--- src/rtl/branch_flag_unit.sv ---
// Digit-serial MSB-first comparator producing registered beq/blt flags with a
// fixed N-edge latency and a start/ready/valid handshake.
module branch_flag_unit #(
  parameter int unsigned WIDTH = 32,
  parameter int unsigned DIGIT = 4
) (
  input  logic             clk,
  input  logic             resetN,
  input  logic             start,
  input  logic             unsignedCmp,
  input  logic [WIDTH-1:0] opA,
  input  logic [WIDTH-1:0] opB,
  output logic             ready,
  output logic             valid,
  output logic             beq,
  output logic             blt
);

  localparam int unsigned N  = WIDTH / DIGIT;
  localparam int unsigned CW = $clog2(N + 1);

  typedef enum logic [1:0] {
    IDLE,
    BUSY,
    DONE
  } state_t;

  state_t             state_q, state_d;
  logic [CW-1:0]      cnt_q, cnt_d;
  logic [WIDTH-1:0]   a_q, a_d, b_q, b_d;
  logic               dec_q, dec_d, lt_q, lt_d, gt_q, gt_d;
  logic               valid_q, valid_d, beq_q, beq_d, blt_q, blt_d;
  logic [DIGIT-1:0]   chunk_a, chunk_b;

  assign chunk_a = a_q[WIDTH-1 -: DIGIT];
  assign chunk_b = b_q[WIDTH-1 -: DIGIT];

  always_comb begin
    state_d = state_q;
    cnt_d   = cnt_q;
    a_d     = a_q;
    b_d     = b_q;
    dec_d   = dec_q;
    lt_d    = lt_q;
    gt_d    = gt_q;
    valid_d = 1'b0;
    beq_d   = beq_q;
    blt_d   = blt_q;
    case (state_q)
      IDLE: begin
        if (start) begin
          a_d = opA;
          b_d = opB;
          // Flipping the sign bits maps signed order onto unsigned order.
          if (!unsignedCmp) begin
            a_d[WIDTH-1] = ~opA[WIDTH-1];
            b_d[WIDTH-1] = ~opB[WIDTH-1];
          end
          dec_d   = 1'b0;
          lt_d    = 1'b0;
          gt_d    = 1'b0;
          cnt_d   = CW'(N);
          state_d = BUSY;
        end
      end
      BUSY: begin
        if (!dec_q) begin
          if (chunk_a < chunk_b) begin
            dec_d = 1'b1;
            lt_d  = 1'b1;
          end else if (chunk_a > chunk_b) begin
            dec_d = 1'b1;
            gt_d  = 1'b1;
          end
        end
        a_d   = a_q << DIGIT;
        b_d   = b_q << DIGIT;
        cnt_d = cnt_q - 1'b1;
        if (cnt_q == CW'(1)) begin
          beq_d   = ~(lt_d | gt_d);
          blt_d   = lt_d;
          valid_d = 1'b1;
          state_d = DONE;
        end
      end
      DONE: begin
        state_d = IDLE;
      end
      default: begin
        state_d = IDLE;
      end
    endcase
  end

  always_ff @(posedge clk or negedge resetN) begin
    if (!resetN) begin
      state_q <= IDLE;
      cnt_q   <= '0;
      a_q     <= '0;
      b_q     <= '0;
      dec_q   <= 1'b0;
      lt_q    <= 1'b0;
      gt_q    <= 1'b0;
      valid_q <= 1'b0;
      beq_q   <= 1'b0;
      blt_q   <= 1'b0;
    end else begin
      state_q <= state_d;
      cnt_q   <= cnt_d;
      a_q     <= a_d;
      b_q     <= b_d;
      dec_q   <= dec_d;
      lt_q    <= lt_d;
      gt_q    <= gt_d;
      valid_q <= valid_d;
      beq_q   <= beq_d;
      blt_q   <= blt_d;
    end
  end

  assign ready = (state_q == IDLE);
  assign valid = valid_q;
  assign beq   = beq_q;
  assign blt   = blt_q;

endmodule

--- config.mk ---
export PLATFORM = sky130hd
export DESIGN_NAME = branch_flag_unit
export DESIGN_NICKNAME = d
export VERILOG_FILES = /design/src/rtl/branch_flag_unit.sv
export SDC_FILE = /design/constraint.sdc
export NUM_CORES = 1
export LEC_CHECK = 0
export BUFFER_PORTS_ARGS = -buffer_cell sky130_fd_sc_hd__buf_2
export CELL_PAD_IN_SITES_DETAIL_PLACEMENT = 0
export CELL_PAD_IN_SITES_GLOBAL_PLACEMENT = 2
export CORE_MARGIN = 8
export CORE_UTILIZATION = 37
export CTS_CLUSTER_DIAMETER = 50
export DETAILED_ROUTE_END_ITERATION = 6
export GPL_TIMING_DRIVEN = 0
export MAX_ROUTING_LAYER = met4
export PLACE_DENSITY_LB_ADDON = 0.25
export SLEW_MARGIN = 15
export SYNTH_ARGS = -nofsm -noshare
export SYNTH_HDL_FRONTEND = slang
export SYNTH_SLANG_ARGS = --single-unit
export TNS_END_PERCENT = 50
--- constraint.sdc ---
create_clock -name clk -period 3 [get_ports clk]
set_input_delay 0.45 -clock clk [delete_from_list [all_inputs] [get_ports clk]]
set_output_delay 0.45 -clock clk [all_outputs]
set_load 0.03 [all_outputs]
==> results.ini <==
[timing]
timing.slew.headroom_pct = 64.78
max_freq_mhz = 453.4
final_critical_path_setup_slack_ps = 794.2
final_worst_path_period_need_ps = 2206
timing_hold_violations_final = 0
unrepaired_setup_endpoints_after_global_routing = false
setup_viol = 0
drv_slew = 0
timing_worst_slew_pin_value_ps = 528.3
fin_skew_ps = 9.420
final.period_utilization_pct = 73.53
final.setup.tns_ps = 0

[cells_and_area]
final_design_area_no_fill_um2 = 4564
finalNetCount = 540
fin_util_pct = 45.02
drive_above_1_share_pct = 25.90
diodes = 0
syn_to_final_growth_pct = 20.24
fillers = 1018

[min_path]
worst_hold_path_class = primary input to asynchronous set/reset pin

[critical_path]
required_ps = 2550
critical_path_endpoint_category = output pin
rrSetupSlack_ps = 1480
critPathKind = register to output pin
setup.worst_path.start_class = register
reg2reg_end = gt_q$_DFFE_PN0P_
worst-path-max-fanout = 10
worstRegToRegCells = 5
crit_arrival_ps = 1760
rr_startpoint = a_q[29]$_DFFE_PN0P_

[grt]
antenna_violations_before_repair = 0
grt_start_max_net_pins = 52
track_usage_pct = 16.43
wire_length_of_the_first_global_routing_pass_um = 16890
global_route.overflow_total = 0
first_global_vias = 3226

[detailed_routing]
remaining_drcs = 0
vias = 3177
dr.first_iter.drc_count = 201
drtAntennaViolNets = 0
routed_wire_per_std_cell_um = 17.18
routed_via_density = 5.234
routed_wl_um = 10430
detail_route.first_pass.iterations = 4

[yosys]
synth.avg_cell_area_um2 = 9.912
postSynthNetCount = 457
syn_inst = 383
number_of_distinct_library_cells_after_synthesis = 36
ys.warnings.count = 0
ys_seq_elements = 76
mappedNetlistArea_um2 = 3796
synth_sequential_area_ratio_pct = 50.10

[cts]
cts_made_buffers = 9
htree_num_levels = 3
cts-root-to-sink-buffers = 2
insertion_delay_ps = 350
tritoncts_num_sinks = 76
postCtsSetupBuffers = 0
cts_hold_buf = 0
tritoncts = built
post_cts.resized_instances = 0
cts_root_buffer = sky130_fd_sc_hd__clkbuf_8
cts.clk_slew.worst_paths_ps = 80

[floorplan]
full_die_area_um2 = 13760
num_rows = 37
initial_util_pct = 37.44
io-pin-count = 72
core_area_um2 = 10140
die_width_um = 117.3
dieHeight_um = 117.3

[pwr]
cellLeakagePower_nw = 2.044
total_power_mw = 4.155
power_density_nw_per_um2 = 910.3
irDropWorstVdd_mv = 0.2906

[run]
max_cap_viol_count = 0

[place]
postPlaceCellArea_um2 = 4352
minimum_setup_slack_after_placement_ps = 1144
dpl.hpwl_um = 7580
buffer_ports.inserted = 71
place_congestion = 0.7381

[outcome]
status = complete, no violations

-- state kept, by name (all words and copies together) (netlist names) --
signal,count
beq,1
state_q,2
lt_q,1
gt_q,1
blt,1
dec_q,1
b_q,32
cnt_q,4
valid,1
a_q,32
-- cell families (layout without fill, tap and decap cells) --
logic type	after synthesis	count (layout)	share of synthesized area (%)
flip-flops	76	76	50.10
AO/OA/AOI/OAI	172	172	29.37
multiplexers	2	2	0.5603
buffers and inverters	39	127	5.405
XOR/XNOR	2	2	0.4615
AND/OR/NAND/NOR	86	86	12.13
adder cells (fa/ha/maj)	6	6	1.978
-- layer usage --
layer	global-route usage [%]	part of all wire, %
met1	22.43	48
met2	24.22	46
met3	2.668	4.0
met4	5.631	1.2
met5	-	0
-- Yosys cell counts, drive strengths merged --
cell type	n	area, µm²
a22o	5	43.79
and2b	3	27.53
a22oi	55	462.9
nand2	31	118.9
xor2	1	8.760
o21bai	1	11.26
a21oi	39	198.9
nor4b	1	8.760
xnor2	1	8.760
nor3	1	5.000
a2bb2oi	3	26.28
nor2b	39	244.0
mux2i	1	10.01
dfrtp	76	1902
o41ai	1	16.27
nor2	6	22.52
o31ai	1	7.510
mux2	1	11.26
nand2b	2	12.51
a32o	2	20.02
o211ai	1	7.510
nand3b	1	7.510
ha	6	75.07
inv	8	30.03
nand4	1	6.260
o21ai	64	320.3
nor3b	1	7.510
clkbuf	12	45.04
buf	19	130.1
-- per-stage QoR --
step | std cells | hold WS (ps)
final | 607 | 12.62
after global routing | 607 | 23.02
after CTS | 607 | 13.23
after detailed placement | 591 | 393.5
after global placement | 590 | 467.0
after floorplan | 383 | 154.4
-- report_power, final --
part / internal [mW] / switching [mW] / total (mW) / leakage [nW]
Combinational: 0.694 / 0.896 / 1.59 / 0.955
Sequential: 1.43 / 0.301 / 1.73 / 0.979
Clock: 0.454 / 0.382 / 0.835 / 0.110
Total: 2.58 / 1.58 / 4.15 / 2.04
-- placed cells by master (no fill, tap or decap), types with 10 or more instances in the layout --
| cell | instances |
|---|---|
| sky130_fd_sc_hd__buf_2 | 81 |
| sky130_fd_sc_hd__dfrtp_1 | 76 |
| sky130_fd_sc_hd__o21ai_1 | 56 |
| sky130_fd_sc_hd__a22oi_1 | 45 |
| sky130_fd_sc_hd__nor2b_1 | 39 |
| sky130_fd_sc_hd__a21oi_1 | 38 |
| sky130_fd_sc_hd__nand2_1 | 30 |
| sky130_fd_sc_hd__clkbuf_1 | 13 |
| sky130_fd_sc_hd__clkbuf_8 | 12 |
| sky130_fd_sc_hd__a22oi_2 | 10 |
-- final cells by class --
class | instances | area, µm² | share of cell area [%]
inverters | 8 | 30.03 | 0.6579
flip-flops and latches | 76 | 1902 | 41.67
repair buffers | 72 | 385.4 | 8.443
clock inverters | 3 | 43.79 | 0.9594
multi-input cells | 268 | 1689 | 37.01
clock buffers | 13 | 168.9 | 3.701
plain buffers | 31 | 175.2 | 3.838
well taps | 136 | 170.2 | 3.728
-- how the worst max path moves through the flow --
stage                                 startpoint                  to  slack [ps]  cells after the start
after global placement                    resetN  a_q[1]$_DFFE_PN0P_         830                      1
after CTS                 state_q[0]$_DFFE_PN0P_               ready         760                      4
after floorplan           state_q[0]$_DFFE_PN0P_               ready        1360                      3
after detailed placement  state_q[0]$_DFFE_PN0P_               ready        1140                      4
final                     state_q[0]$_DFFE_PN0P_               ready         790                      4
after global routing      state_q[0]$_DFFE_PN0P_               ready         670                      4
-- worst max-delay path, stage by stage (launching register included) --
cell and delay (ps):
sky130_fd_sc_hd__dfrtp_1 480, sky130_fd_sc_hd__buf_4 220, sky130_fd_sc_hd__clkbuf_1 430, sky130_fd_sc_hd__nor2_1 100, sky130_fd_sc_hd__buf_2 190
Note: power is estimated with default switching activity, not from simulation.
